**src/rtl/serial_adder_bank.sv**
```systemverilog
// Bank of LANES independent bit-serial adder/subtractors sharing one controller.
// Each lane consumes one operand bit per clock, LSB first.
module serial_adder_bank #(
    parameter int WIDTH = 8,
    parameter int LANES = 2
) (
    input  logic                   clk,
    input  logic                   rst,
    input  logic                   start,
    input  logic                   sub,
    input  logic [LANES*WIDTH-1:0] a,
    input  logic [LANES*WIDTH-1:0] b,
    input  logic [LANES-1:0]       cin,
    output logic                   busy,
    output logic                   done,
    output logic [LANES*WIDTH-1:0] sum,
    output logic [LANES-1:0]       cout,
    output logic [LANES-1:0]       ovf
);
    localparam int CW = $clog2(WIDTH) + 1;
    localparam logic [CW-1:0] LAST_BIT = CW'(WIDTH - 1);

    typedef enum logic [1:0] {
        IDLE,
        RUN,
        FIN
    } state_t;

    state_t state;

    logic [LANES*WIDTH-1:0] a_sh;
    logic [LANES*WIDTH-1:0] b_sh;
    logic [LANES*WIDTH-1:0] res;
    logic [LANES-1:0]       carry;
    logic [CW-1:0]          cnt;

    logic [LANES-1:0]       s_bit;
    logic [LANES-1:0]       c_next;
    logic [LANES*WIDTH-1:0] a_next;
    logic [LANES*WIDTH-1:0] b_next;
    logic [LANES*WIDTH-1:0] res_next;

    always_comb begin
        // NOTE: every output of this block gets a default first, so no path can infer a latch.
        s_bit    = '0;
        c_next   = '0;
        a_next   = '0;
        b_next   = '0;
        res_next = '0;
        for (int i = 0; i < LANES; i++) begin
            s_bit[i]  = a_sh[i*WIDTH] ^ b_sh[i*WIDTH] ^ carry[i];
            c_next[i] = (a_sh[i*WIDTH] & b_sh[i*WIDTH]) |
                        (a_sh[i*WIDTH] & carry[i]) |
                        (b_sh[i*WIDTH] & carry[i]);
            a_next[i*WIDTH +: WIDTH]   = {1'b0, a_sh[i*WIDTH+1 +: WIDTH-1]};
            b_next[i*WIDTH +: WIDTH]   = {1'b0, b_sh[i*WIDTH+1 +: WIDTH-1]};
            res_next[i*WIDTH +: WIDTH] = {s_bit[i], res[i*WIDTH+1 +: WIDTH-1]};
        end
    end

    // NOTE: state is updated with non-blocking assignments only, so every read sees pre-edge values.
    always_ff @(posedge clk) begin
        if (rst) begin
            // NOTE: the shift registers are small flops, not RAM, so they are all cleared on reset.
            state <= IDLE;
            busy  <= 1'b0;
            done  <= 1'b0;
            sum   <= '0;
            cout  <= '0;
            ovf   <= '0;
            a_sh  <= '0;
            b_sh  <= '0;
            res   <= '0;
            carry <= '0;
            cnt   <= '0;
        end else begin
            done <= 1'b0;
            case (state)
                IDLE: begin
                    if (start) begin
                        // subtract is a + ~b + ~borrow_in
                        a_sh  <= a;
                        b_sh  <= sub ? ~b : b;
                        carry <= sub ? ~cin : cin;
                        res   <= '0;
                        cnt   <= '0;
                        busy  <= 1'b1;
                        state <= RUN;
                    end
                end
                RUN: begin
                    a_sh  <= a_next;
                    b_sh  <= b_next;
                    res   <= res_next;
                    carry <= c_next;
                    cnt   <= cnt + 1'b1;
                    if (cnt == LAST_BIT) begin
                        // On the MSB step, carry holds the carry into the MSB; results are
                        // registered here so they become visible during FIN.
                        sum   <= res_next;
                        cout  <= c_next;
                        ovf   <= carry ^ c_next;
                        done  <= 1'b1;
                        busy  <= 1'b0;
                        state <= FIN;
                    end
                end
                FIN: begin
                    state <= IDLE;
                end
                default: begin
                    state <= IDLE;
                end
            endcase
        end
    end
endmodule
```
**config.mk**
```make
export PLATFORM = sky130hd
export DESIGN_NAME = serial_adder_bank
export DESIGN_NICKNAME = d
export VERILOG_FILES = /design/src/rtl/serial_adder_bank.sv
export SDC_FILE = /design/constraint.sdc
export NUM_CORES = 1
export LEC_CHECK = 0
export ABC_AREA = 1
export CORE_MARGIN = 2
export CORE_UTILIZATION = 47
export CTS_CLUSTER_DIAMETER = 120
export CTS_CLUSTER_SIZE = 16
export DETAILED_ROUTE_END_ITERATION = 12
export PLACE_DENSITY = 0.78
export SYNTH_ARGS = -nofsm -noshare
export SYNTH_HDL_FRONTEND = slang
export SYNTH_SLANG_ARGS = --single-unit
```
**constraint.sdc**
```tcl
create_clock -name clk -period 1.4 [get_ports clk]
set_input_delay 0.14 -clock clk [delete_from_list [all_inputs] [get_ports clk]]
set_output_delay 0.14 -clock clk [all_outputs]
set_load 0.01 [all_outputs]
```
==> impl_metrics.csv <==
group,metric,value,unit
global_route,grt_max_degree,29,
die,fp-row-count,30,
cts,cts-root-buf,"clkbuf_8",
cts,cts_tree,"yes",
synthesis,yosys_warnings,0,
pwr,power.total,4.77,mW
sta,finalMaxSlewViolations,0,
place,dpl.cell_count,581,
sta,fmax,730,MHz
critical_path,critPathMaxStageDelay,540,ps
synthesis,syn_area,0.00326,mm^2
sta,hold_violations,0,
cts,clkSinkCount,76,
critical_path,criticalPathCategory,"register to output pin",
final_layout,fillerInstances,588,
final_layout,layout_common_cells,"179 x nand2_1, 75 x dfxtp_1, 44 x clkdlybuf4s50_1, 42 x nand3_1, 31 x nor2_1",
critical_path,crit_family,"buffers and inverters",
cts,clk_pin_slew,90,ps
final_layout,fin_util,0.632,
place,portBuffers,59,
synthesis,seq_area_frac_synth,0.467,
sta,fin_skew,12.1,ps
sta,tightestPinTransition,356,ps
sta,setup_violations,0,
global_route,antenna_found_initial,0,
critical_path,cp_slowest_cell,"clkdlybuf4s50_1",
cts,post_cts_buffers,0,
synthesis,async_reset_ff_frac,0,
routing,final_antenna_net_count,0,
pwr,p_leak,2.09,nW
cts,cts_max_level,3,
synthesis,synth_edf_count,0,
routing,vias,2992,
die,io_pins,60,
synthesis,ys_ff_latch,76,
cts,insertion_delay,350,ps
routing,drc_errors,0,
cts,numCtsBuffers,9,
die,die_x,87.2,um
sta,hold-worst-slack,243,ps
synthesis,synth_cell_types,27,
final_layout,final_common_cell,"nand2_1",
synthesis,synth_nets,489,
global_route,grt_pass1_vias,2809,
synthesis,syn_inst,448,
sta,period_share,0.978,
synthesis,synthFlopType,"dfxtp_1",
synthesis,synth_top_area_share,0.467,
global_route,grt_pass1_wl,12100,um
critical_path,cp-start-kind,"register",
sta,fin_crit,1370,ps
final_layout,drive_gt1_frac,0.0963,
routing,wl,7210,um
flow_run,cap_violations,0,
die,start_util,0.482,
place,dp_hpwl,4870,um
synthesis,avgSynthCellArea,7.27,um^2
die,core_area,0.00676,mm^2
cts,cts.path.max_buffers,2,
run_status,run_status,"complete, no violations",
global_route,grt_overflow,0,
critical_path,cp_data_arrival_time,1230,ps
critical_path,crit_fanout,2,
place,place_congestion,0.769,
critical_path,critPathBufInv,1,
worst_hold_path,hold_class,"primary input to register",
final_layout,nets,555,
final_layout,stdcell_count,599,
synthesis,yosys.area.top_type,"dfxtp_1",
routing,vias_per_cell,4.99,
critical_path,required,1260,ps
routing,drt_iter0_markers,102,
final_layout,antenna_cells,0,
final_layout,area_delta_synth_final,31.1,%
critical_path,cp-end-kind,"output pin",
sta,maxSlewHeadroom,0.763,
global_route,track_usage,0.201,
pwr,power_density,1120,mW/mm^2
synthesis,ys_top_cells_by_area,"dfxtp_1 47%, nand2_1 21%, nand3_1 6.5%",
routing,drt_first_pass_iters,4,
critical_path,path_cells,"clkdlybuf4s50_1",
routing,wl_per_cell,12.0,um
die,die_y,87.2,um
pwr,irDropWorstVdd,678,uV
die,die-area,0.00761,mm^2
==> where the power goes <==
| group | switching [mW] | internal, mW |
|---|---|---|
| clock network | 0.859 | 1.07 |
| logic | 0.286 | 0.262 |
| registers | 0.0512 | 2.24 |
| total | 1.20 | 3.57 |
==> final cells by class <==
type / count / area (um^2) / share of cell area
clock buffers: 10 / 138 / 0.0322
clock inverters: 6 / 95.1 / 0.0223
inverters: 22 / 82.6 / 0.0193
multi-input cells: 326 / 1530 / 0.359
flip-flops and latches: 76 / 1520 / 0.357
well taps: 80 / 100 / 0.0235
repair buffers: 79 / 796 / 0.186
==> registers in the layout, summed over array words and instances, names as in the netlist <==
signal and count:
cnt 4, ovf 2, carry 2, done 1
a_sh 16, sum 16, busy 1, cout 2
res 14, state 2, b_sh 16
==> layer usage <==
layer / track usage / wire [um] / up-vias
met5: 0 / 0 / -
met4: 0.0615 / 27 / 0
met3: 0.0455 / 421 / 5
met2: 0.348 / 3540 / 96
met1: 0.248 / 3220 / 1341
li1: - / - / 1550
==> logic make-up after synthesis <==
kind of cell    share of synthesized area
compound gates                     0.0780
xor+xnor                           0.0377
fa+ha+maj                          0.0161
buf+inv                            0.0723
flops                               0.467
simple gates                        0.329
==> cell usage after synthesis, types with 2 or more instances <==
master	count
inv_2	2
nand3_1	42
nor2_1	32
buf_6	5
xnor2_1	7
inv_1	19
a31oi_1	10
xor2_1	7
nand2_1	179
dfxtp_1	76
o21ai_0	7
clkbuf_1	9
buf_2	11
a21oi_1	28
fa_1	2
==> final timing paths <==
path,slack (ps),to,cells after the start,from
setup / recovery,30,cout[0],1,cout[0]$_SDFFE_PP0P_
hold / removal,240,res[13]$_SDFFE_PP0P_,3,rst
setup reg to reg,100,sum[11]$_SDFFE_PP0P_,7,cnt[1]$_SDFFE_PP0P_
hold reg to reg,460,sum[8]$_SDFFE_PP0P_,2,res[9]$_SDFFE_PP0P_
==> stage by stage <==
stage	setup WS [ps]	TNS, ps	instance area [um^2]
floorplan	58.8	0	3260
global placement	40.8	0	3970
detailed placement	-7.11	-12.2	3970
CTS	2.25	0	4220
global route	-14.1	-65.5	4270
finish	30.8	0	4270
==> what timing repair did <==
item                       in CTS  in global routing
pin swaps                       1                  1
setup endpoints to repair      20                 58
resized for setup               3                 17
hold buffers                    0                  0
cloned                          1                  1
Power figures use the tool's default switching activity.
